## src/rtl/pipeline_pkg.sv

```systemverilog
// Shared opcode, field and scoreboard definitions for the 20-bit 5-stage pipeline.
package pipeline_pkg;

    localparam int unsigned INSTR_W = 20;
    localparam int unsigned OP_W    = 4;
    localparam int unsigned REG_W   = 4;

    localparam int unsigned OP_MSB = 19;
    localparam int unsigned OP_LSB = 16;
    localparam int unsigned A_MSB  = 15;
    localparam int unsigned A_LSB  = 12;
    localparam int unsigned B_MSB  = 11;
    localparam int unsigned B_LSB  = 8;
    localparam int unsigned C_MSB  = 7;
    localparam int unsigned C_LSB  = 4;

    localparam logic [OP_W-1:0] OP_NOP   = 4'b0000;
    localparam logic [OP_W-1:0] OP_STORE = 4'b1100;
    localparam logic [OP_W-1:0] OP_BEQ   = 4'b1101;
    localparam logic [OP_W-1:0] OP_HALT  = 4'b1111;

    typedef enum logic [2:0] {
        ST_RUN,
        ST_STALL,
        ST_FLUSH,
        ST_MEM_WAIT,
        ST_DRAIN,
        ST_HALTED
    } state_e;

    typedef struct packed {
        logic             valid;
        logic [REG_W-1:0] waddr;
    } sb_entry_t;

    // True when a read of addr must wait for one of the in-flight writers.
    function automatic logic in_flight(input sb_entry_t ex, input sb_entry_t mem,
                                       input sb_entry_t wb, input logic [REG_W-1:0] addr);
        return (ex.valid  && (ex.waddr  == addr)) ||
               (mem.valid && (mem.waddr == addr)) ||
               (wb.valid  && (wb.waddr  == addr));
    endfunction

endpackage

```

## src/rtl/hazard_operand_decode.sv

```systemverilog
// Classifies an instruction into its register reads and write; shared with decode.
module hazard_operand_decode
    import pipeline_pkg::*;
(
    input  logic [INSTR_W-1:0] instr_i,
    output logic               rs0_en_c,
    output logic [REG_W-1:0]   rs0_addr_c,
    output logic               rs1_en_c,
    output logic [REG_W-1:0]   rs1_addr_c,
    output logic               wr_en_c,
    output logic [REG_W-1:0]   wr_addr_c,
    output logic               is_halt_c
);

    logic [OP_W-1:0]  op;
    logic [REG_W-1:0] fa;
    logic [REG_W-1:0] fb;
    logic [REG_W-1:0] fc;
    logic             unused_low;

    assign op         = instr_i[OP_MSB:OP_LSB];
    assign fa         = instr_i[A_MSB:A_LSB];
    assign fb         = instr_i[B_MSB:B_LSB];
    assign fc         = instr_i[C_MSB:C_LSB];
    assign unused_low = ^instr_i[C_LSB-1:0];

    always_comb begin
        rs0_en_c   = 1'b0;
        rs0_addr_c = fb;
        rs1_en_c   = 1'b0;
        rs1_addr_c = fc;
        wr_en_c    = 1'b0;
        wr_addr_c  = fa;
        is_halt_c  = 1'b0;
        case (op)
            OP_NOP: ;
            OP_HALT: is_halt_c = 1'b1;
            // Stores and compares read A and B and write nothing.
            OP_STORE, OP_BEQ: begin
                rs0_en_c   = 1'b1;
                rs0_addr_c = fa;
                rs1_en_c   = 1'b1;
                rs1_addr_c = fb;
            end
            default: begin
                rs0_en_c = 1'b1;
                rs1_en_c = 1'b1;
                wr_en_c  = 1'b1;
            end
        endcase
    end

endmodule

```

## src/rtl/pipeline_hazard_controller.sv

```systemverilog
// Owns PC and pipeline-register controls: RAW stalls via a 3-entry destination
// scoreboard, memory-wait freeze, branch flush and HALT drain.
module pipeline_hazard_controller
    import pipeline_pkg::*;
(
    input  logic               clock,
    input  logic               reset,
    input  logic               id_valid,
    input  logic [INSTR_W-1:0] id_instruction,
    input  logic               branch_taken,
    input  logic               mem_busy,
    output logic               pc_enable,
    output logic               ifid_enable,
    output logic               ifid_flush,
    output logic               idex_bubble,
    output logic               pipe_freeze,
    output logic               halted
);

    state_e    state_q, state_d;
    sb_entry_t ex_q, ex_d;
    sb_entry_t mem_q, mem_d;
    sb_entry_t wb_q, wb_d;

    logic             rs0_en, rs1_en, wr_en, is_halt;
    logic [REG_W-1:0] rs0_addr, rs1_addr, wr_addr;
    logic             hazard;
    logic             sb_empty;

    hazard_operand_decode u_decode (
        .instr_i    (id_instruction),
        .rs0_en_c   (rs0_en),
        .rs0_addr_c (rs0_addr),
        .rs1_en_c   (rs1_en),
        .rs1_addr_c (rs1_addr),
        .wr_en_c    (wr_en),
        .wr_addr_c  (wr_addr),
        .is_halt_c  (is_halt)
    );

    assign hazard = id_valid &&
                    ((rs0_en && in_flight(ex_q, mem_q, wb_q, rs0_addr)) ||
                     (rs1_en && in_flight(ex_q, mem_q, wb_q, rs1_addr)));
    assign sb_empty = !ex_q.valid && !mem_q.valid && !wb_q.valid;

    always_ff @(posedge clock or negedge reset) begin
        if (!reset) begin
            state_q <= ST_RUN;
            ex_q    <= '0;
            mem_q   <= '0;
            wb_q    <= '0;
        end else begin
            state_q <= state_d;
            ex_q    <= ex_d;
            mem_q   <= mem_d;
            wb_q    <= wb_d;
        end
    end

    always_comb begin
        state_d     = state_q;
        ex_d        = '0;
        mem_d       = ex_q;
        wb_d        = mem_q;
        pc_enable   = 1'b1;
        ifid_enable = 1'b1;
        ifid_flush  = 1'b0;
        idex_bubble = 1'b0;
        pipe_freeze = 1'b0;
        halted      = 1'b0;

        if (state_q == ST_HALTED) begin
            pc_enable   = 1'b0;
            ifid_enable = 1'b0;
            idex_bubble = 1'b1;
            halted      = 1'b1;
        end else if (mem_busy) begin
            // Whole pipe holds, scoreboard included; a drain resumes where it left off.
            pc_enable   = 1'b0;
            ifid_enable = 1'b0;
            pipe_freeze = 1'b1;
            ex_d        = ex_q;
            mem_d       = mem_q;
            wb_d        = wb_q;
            if (state_q != ST_DRAIN) begin
                state_d = ST_MEM_WAIT;
            end
        end else if (branch_taken) begin
            ifid_flush  = 1'b1;
            idex_bubble = 1'b1;
            state_d     = ST_FLUSH;
        end else if (state_q == ST_DRAIN) begin
            pc_enable   = 1'b0;
            ifid_enable = 1'b0;
            idex_bubble = 1'b1;
            if (sb_empty) begin
                state_d = ST_HALTED;
            end
        end else if (hazard) begin
            pc_enable   = 1'b0;
            ifid_enable = 1'b0;
            idex_bubble = 1'b1;
            state_d     = ST_STALL;
        end else if (id_valid && is_halt) begin
            pc_enable   = 1'b0;
            ifid_enable = 1'b0;
            idex_bubble = 1'b1;
            state_d     = ST_DRAIN;
        end else begin
            ex_d.valid = id_valid && wr_en;
            ex_d.waddr = wr_addr;
            state_d    = ST_RUN;
        end

        if (!reset) begin
            pc_enable   = 1'b0;
            ifid_enable = 1'b0;
            ifid_flush  = 1'b0;
            idex_bubble = 1'b1;
            pipe_freeze = 1'b0;
            halted      = 1'b0;
        end
    end

endmodule

```

## config.mk

```make
export PLATFORM = sky130hd
export DESIGN_NAME = pipeline_hazard_controller
export DESIGN_NICKNAME = d
export VERILOG_FILES = /design/src/rtl/pipeline_pkg.sv /design/src/rtl/hazard_operand_decode.sv /design/src/rtl/pipeline_hazard_controller.sv
export SDC_FILE = /design/constraint.sdc
export NUM_CORES = 1
export LEC_CHECK = 0
export CAP_MARGIN = 15
export CORE_ASPECT_RATIO = 1.4
export CORE_UTILIZATION = 52
export CTS_CLUSTER_DIAMETER = 50
export DETAILED_ROUTE_END_ITERATION = 7
export PLACE_DENSITY = 0.89
export SKIP_CTS_REPAIR_TIMING = 1
export SYNTH_ARGS = -nofsm -noshare
export SYNTH_HDL_FRONTEND = slang
export SYNTH_SLANG_ARGS = --single-unit
```

## constraint.sdc

```tcl
create_clock -name clock -period 2.6 [get_ports clock]
set_input_delay 0.26 -clock clock [delete_from_list [all_inputs] [get_ports clock]]
set_output_delay 0.26 -clock clock [all_outputs]
set_load 0.05 [all_outputs]
```

==> results of run 1 <==
## area by class of cell
cell class / instances / area (sq um) / area share
clock buffer: 4 / 55.1 / 0.0235
inverter: 12 / 45.0 / 0.0192
multi-input combinational: 123 / 1120 / 0.479
sequential: 18 / 453 / 0.193
tap: 37 / 46.3 / 0.0198
timing repair buffer: 61 / 622 / 0.265
## registers in the layout, indices dropped and copies added (netlist names)
signal   cells
ex_q         5
state_q      3
wb_q         5
mem_q        5
## power by group
group / leakage (uW) / switching, uW / internal (uW)
sequential: 0.000230 / 48.0 / 311
clock: 0.0000288 / 89.9 / 134
combinational: 0.000872 / 199 / 218
total: 0.00113 / 337 / 663
## worst max-delay path, stage by stage, from the launching register on
cell       delay, ps
dfrtp_2          460
xnor2_2          250
o21ai_2          110
a2111oi_4        330
a32o_2           260
a2111oi_4         80
o211a_4          280
a21o_4           230
buf_12           150
## cells in the final DEF (no fill, tap or decap), drive strengths merged, types with 3 or more instances in the layout
cell	Yosys	final
a2111oi	4	4
a211oi	4	4
a32o	5	5
and3	7	7
buf	6	41
clkbuf	0	4
clkdlybuf4s50	0	9
dfrtp	18	18
dlymetal6s2s	0	11
inv	12	12
mux2	8	8
mux2i	6	6
nand2	6	6
nor2	5	5
nor2b	11	11
nor3	6	6
nor4	3	3
o2111ai	3	3
o21ai	6	6
xnor2	8	8
xor2	11	11
## kinds of logic (layout without fill, tap and decap cells)
logic type | after synthesis | count (layout)
mux | 14 | 14
simple gates | 50 | 51
xor+xnor | 19 | 19
compound gates | 39 | 39
buf+inv | 18 | 77
flops | 18 | 18
## worst paths after layout
kind / startpoint / endpoint / slack (ps) / cells after the start
setup reg to reg: wb_q[0] / ex_q[3] / 270 / 8
min in group clock: id_instruction[13] / ex_q[1] / 440 / 2
max in group asynchronous: reset / wb_q[0] / 1910 / 3
hold reg to reg: mem_q[3] / mem_q[3] / 580 / 1
hold / removal: reset / wb_q[3] / 310 / 2
setup / recovery: wb_q[0] / pc_enable / -70 / 8
## routing by layer
metal | up-vias | routed length [microns] | track usage
met5 | - | 0 | 0
met4 | 0 | 270 | 0.217
met3 | 26 | 219 | 0.0297
met2 | 85 | 2670 | 0.539
met1 | 773 | 1930 | 0.322
li1 | 711 | - | -
## metrics by stage
stage	total power (uW)	cells	TNS, ps	util	area, sq um
floorplan	550	158	0	-	1570
global placement	701	244	-2210	0.735	2090
detailed placement	713	244	-3660	0.735	2090
CTS	939	248	-2330	0.754	2150
global route	1040	255	-389	0.822	2340
finish	1000	255	-201	0.822	2340
==> results.sh, run 1 <==
export IMPL_netlist_instances=158
export IMPL_drive_above_1_share=0.399
export IMPL_synth_ff_type="dfrtp_1"
export IMPL_cts_root_buf="clkbuf_8"
export IMPL_cts_clk_slew_worst_paths_ps=70
export IMPL_drt_wirelength_per_cell_microns=20.0
export IMPL_synth_area_top_cells="dfrtp_1 (29%), xor2_1 (6.2%), mux2_2 (5.8%)"
export IMPL_n_fill_cell=156
export IMPL_layout_min_cycle_time_ps=2670
export IMPL_power_leakage_uw=0.00113
export IMPL_max_clock_freq_ghz=0.374
export IMPL_yosysWarnings=0
export IMPL_place_ws_ps=-566
export IMPL_cap_violations=0
export IMPL_timing_hold_ws_ps=306
export IMPL_die_area_sq_mm=0.00323
export IMPL_maxSlewViolCount=0
export IMPL_arrival_ps=2410
export IMPL_dp_hpwl_microns=3510
export IMPL_grt_max_degree=18
export IMPL_seq_area_frac_synth=0.288
export IMPL_setup_viol=3
export IMPL_start_kind="flop"
export IMPL_hp_class="input port to asynchronous set/reset pin"
export IMPL_wirelength_microns=5100
export IMPL_synth_common_cells="dfrtp_1 (18), inv_1 (11), nor2b_1 (11), xor2_1 (11)"
export IMPL_die_h_microns=66.8
export IMPL_synth_simple_gate_area_frac=0.194
export IMPL_cts_buffers=3
export IMPL_cts_htree_levels=1
export IMPL_post_synth_top_count_cell="dfrtp_1"
export IMPL_rsz0062_at_grt="yes"
export IMPL_yosys_area_top_type="dfrtp_1"
export IMPL_ioPinCount=31
export IMPL_grt_overflow=0
export IMPL_crit_path_max_fanout=4
export IMPL_end_kind="primary output"
export IMPL_fin_skew_ps=8.44
export IMPL_vias=1595
export IMPL_clockBufferDepth=2
export IMPL_worstPathRequired_ps=2340
export IMPL_outcome="complete, but fails checks"
export IMPL_cts_sinks=18
export IMPL_worst_pin_slew_ps=655
export IMPL_ir_worst_vdd_v=0.000490
export IMPL_avgSynthCellArea_sq_um=9.88
export IMPL_die_w_microns=48.3
export IMPL_drtIter0Drc=75
export IMPL_synth_compound_area_frac=0.248
export IMPL_crit_type="flop to primary output"
export IMPL_io_buffers=26
export IMPL_powerDensity_mw_per_mm2=427
export IMPL_avgViaCountPerCell=6.25
export IMPL_clock_latency_ps=250
export IMPL_failed_checks="negative setup slack"
export IMPL_remaining_drc_errors=0
export IMPL_syn_area_sq_mm=0.00156
export IMPL_synth_cell_types=49
export IMPL_hold_viol=0
export IMPL_grt_usage=0.297
export IMPL_antenna_cells=0
export IMPL_start_util=0.548
export IMPL_antenna_found_initial=0
export IMPL_core_sq_mm=0.00285
export IMPL_final_nets=244
export IMPL_gp_routability_congestion=0.977
export IMPL_maxSlewHeadroom=0.564
export IMPL_synthMuxAreaShare=0.0962
export IMPL_grt_pass1_wl_microns=7250
export IMPL_worst_slack_ps=-72.3
export IMPL_rows=23
export IMPL_ant_nets=0
export IMPL_ys_ff_latch=18
export IMPL_async_flop_share=1.00
export IMPL_synth_adder_area_share=0
export IMPL_netlist_area_leader_share=0.288
export IMPL_synth_top_family_by_area="compound AO/OA/AOI/OAI gates"
export IMPL_first_global_vias=1529
export IMPL_synth_xor_area_frac=0.107
export IMPL_synth_nets=183
export IMPL_period_share=1.03
export IMPL_dr_pass1_iters=4
export IMPL_synth_edf_count=0
export IMPL_area_delta_synth_final_pct=50.0
export IMPL_tritoncts="yes"
Power figures use the tool's default switching activity.
==> run 2, diff against run 1 <==
--- a/config.mk
+++ b/config.mk
@@ -6,7 +6,7 @@
 export NUM_CORES = 1
 export LEC_CHECK = 0
 export CAP_MARGIN = 15
-export CORE_ASPECT_RATIO = 1.4
+export CORE_ASPECT_RATIO = 2
 export CORE_UTILIZATION = 52
 export CTS_CLUSTER_DIAMETER = 50
 export DETAILED_ROUTE_END_ITERATION = 7
==> run 2 against run 1 <==
Against the previous run:
- register-to-register slack worse by 70 ps
- sequential power is essentially flat
- first-iteration DRC count up 35%
- clock skew down 6.6 ps
- largest power group unchanged
- clock power is essentially flat
- hold slack got worse by 24 ps
- sequential share of layout area decreased by 0.060 points
- the flow still finishes with violations (negative setup slack)
- critical path type unchanged
- largest cell class unchanged
==> results.sh, run 2 (same netlist as run 1, synthesis figures left out) <==
export IMPL_die_h_microns=79.5
export IMPL_core_sq_mm=0.00280
export IMPL_maxSlewHeadroom=0.611
export IMPL_power_leakage_uw=0.00117
export IMPL_hp_class="input port to asynchronous set/reset pin"
export IMPL_drive_above_1_share=0.407
export IMPL_rows=27
export IMPL_vias=1665
export IMPL_worstPathRequired_ps=2340
export IMPL_start_util=0.557
export IMPL_setup_viol=3
export IMPL_setup_tns_ps=-520
export IMPL_place_inst=234
export IMPL_layout_min_cycle_time_ps=2790
export IMPL_grt_pass1_wl_microns=7580
export IMPL_avgViaCountPerCell=6.66
export IMPL_dp_hpwl_microns=3720
export IMPL_worst_slack_ps=-193
export IMPL_place_ws_ps=-401
export IMPL_area_delta_synth_final_pct=50.9
export IMPL_cts_clk_slew_worst_paths_ps=60
export IMPL_ir_worst_vdd_v=0.000325
export IMPL_ant_nets=0
export IMPL_final_common_cell="buf_4"
export IMPL_grt_max_degree=15
export IMPL_final_nets=247
export IMPL_period_share=1.07
export IMPL_worst_pin_slew_ps=583
export IMPL_gp_routability_congestion=0.962
export IMPL_ioPinCount=31
export IMPL_cts_buffers=3
export IMPL_dr_pass1_iters=4
export IMPL_cts_sinks=18
export IMPL_drt_wirelength_per_cell_microns=21.0
export IMPL_die_area_sq_mm=0.00324
export IMPL_critPathBufInv=1
export IMPL_grt_usage=0.340
export IMPL_start_kind="flop"
export IMPL_crit_path_max_fanout=5
export IMPL_cap_violations=0
export IMPL_cts_htree_levels=1
export IMPL_multiInputGateArea_sq_mm=0.00111
export IMPL_crit_type="flop to primary output"
export IMPL_n_fill_cell=152
export IMPL_cp_cell_sequence="xnor2_2, o21ai_1, a2111oi_2, a32o_2, a2111oi_4, o211a_4, a21o_4, buf_12"
export IMPL_reg2reg_from="wb_q[0]"
export IMPL_antenna_cells=0
export IMPL_antenna_found_initial=0
export IMPL_wirelength_microns=5260
export IMPL_regArea_sq_um=454
export IMPL_cts_root_buf="clkbuf_8"
export IMPL_cp_top_family="compound AO/OA/AOI/OAI gates"
export IMPL_io_buffers=26
export IMPL_first_global_vias=1671
export IMPL_fin_skew_ps=1.84
export IMPL_failed_checks="negative setup slack"
export IMPL_clock_latency_ps=250
export IMPL_max_clock_freq_ghz=0.358
export IMPL_hold_viol=0
export IMPL_remaining_drc_errors=0
export IMPL_drtIter0Drc=101
export IMPL_end_kind="primary output"
export IMPL_outcome="complete, but fails checks"
export IMPL_powerDensity_mw_per_mm2=428
export IMPL_cp_startpoint="wb_q[0]"
export IMPL_rsz0062_at_grt="yes"
export IMPL_tritoncts="yes"
export IMPL_arrival_ps=2530
export IMPL_mostFrequentLayoutCells="buf_4 (33), dfrtp_1 (15), dlymetal6s2s_1 (13), xor2_1 (11)"
export IMPL_die_w_microns=40.8
export IMPL_clockBufferDepth=2
export IMPL_cpMaxStageDelayCell="dfrtp_2"
export IMPL_reg_largest_list="ex_q: 5 flops, mem_q: 5 flops, wb_q: 5 flops"
export IMPL_final_cells=250
export IMPL_max_stage_delay_ps=460
export IMPL_maxSlewViolCount=0
export IMPL_grt_overflow=0
==> run 2: metal layers <==
layer / global-route usage / wire length (microns) / part of all wire
met1: 0.336 / 1750 / 0.33
met2: 0.567 / 2900 / 0.55
met3: 0.0864 / 291 / 0.055
met4: 0.223 / 325 / 0.062
met5: 0 / 0 / 0
==> run 2: path summary, 6_finish.rpt <==
check | cells past startpoint | slack [ps] | endpoint
worst max-delay path | 8 | -190 | pc_enable
worst min-delay path | 1 | 280 | wb_q[2]
worst max register to register | 8 | 200 | ex_q[1]
worst min register to register | 1 | 560 | mem_q[3]
max in group asynchronous | 3 | 1670 | wb_q[1]
min in group clock | 2 | 420 | ex_q[3]
==> run 2: worst reg2reg max path: cells and delay by family (launching register included) <==
family | cells | cell delay [ps]
XOR/XNOR | 1 | 230
flip-flops | 1 | 460
AO/OA/AOI/OAI | 6 | 1440
buffers and inverters | 1 | 150
==> run 2: layout make-up <==
cell class                 instances  area share
tap                               29      0.0154
timing repair buffer              64       0.279
clock buffer                       4      0.0234
sequential                        18       0.193
inverter                          12      0.0191
multi-input combinational        123       0.471
==> run 2: through the flow <==
| step | power [uW] | instance area [sq um] | hold WS, ps | util |
|---|---|---|---|---|
| global placement | 693 | 2070 | 525 | 0.738 |
| CTS | 933 | 2120 | 285 | 0.757 |
| detailed placement | 710 | 2070 | 528 | 0.738 |
| finish | 1010 | 2360 | 282 | 0.840 |
| global route | 1050 | 2360 | 302 | 0.840 |
| floorplan | 550 | 1570 | -35.6 | - |
==> run 2: power by group <==
group          internal (uW)  switching [uW]  total, uW
combinational            221             207        428
sequential               311            47.0        358
clock                    134            88.2        223
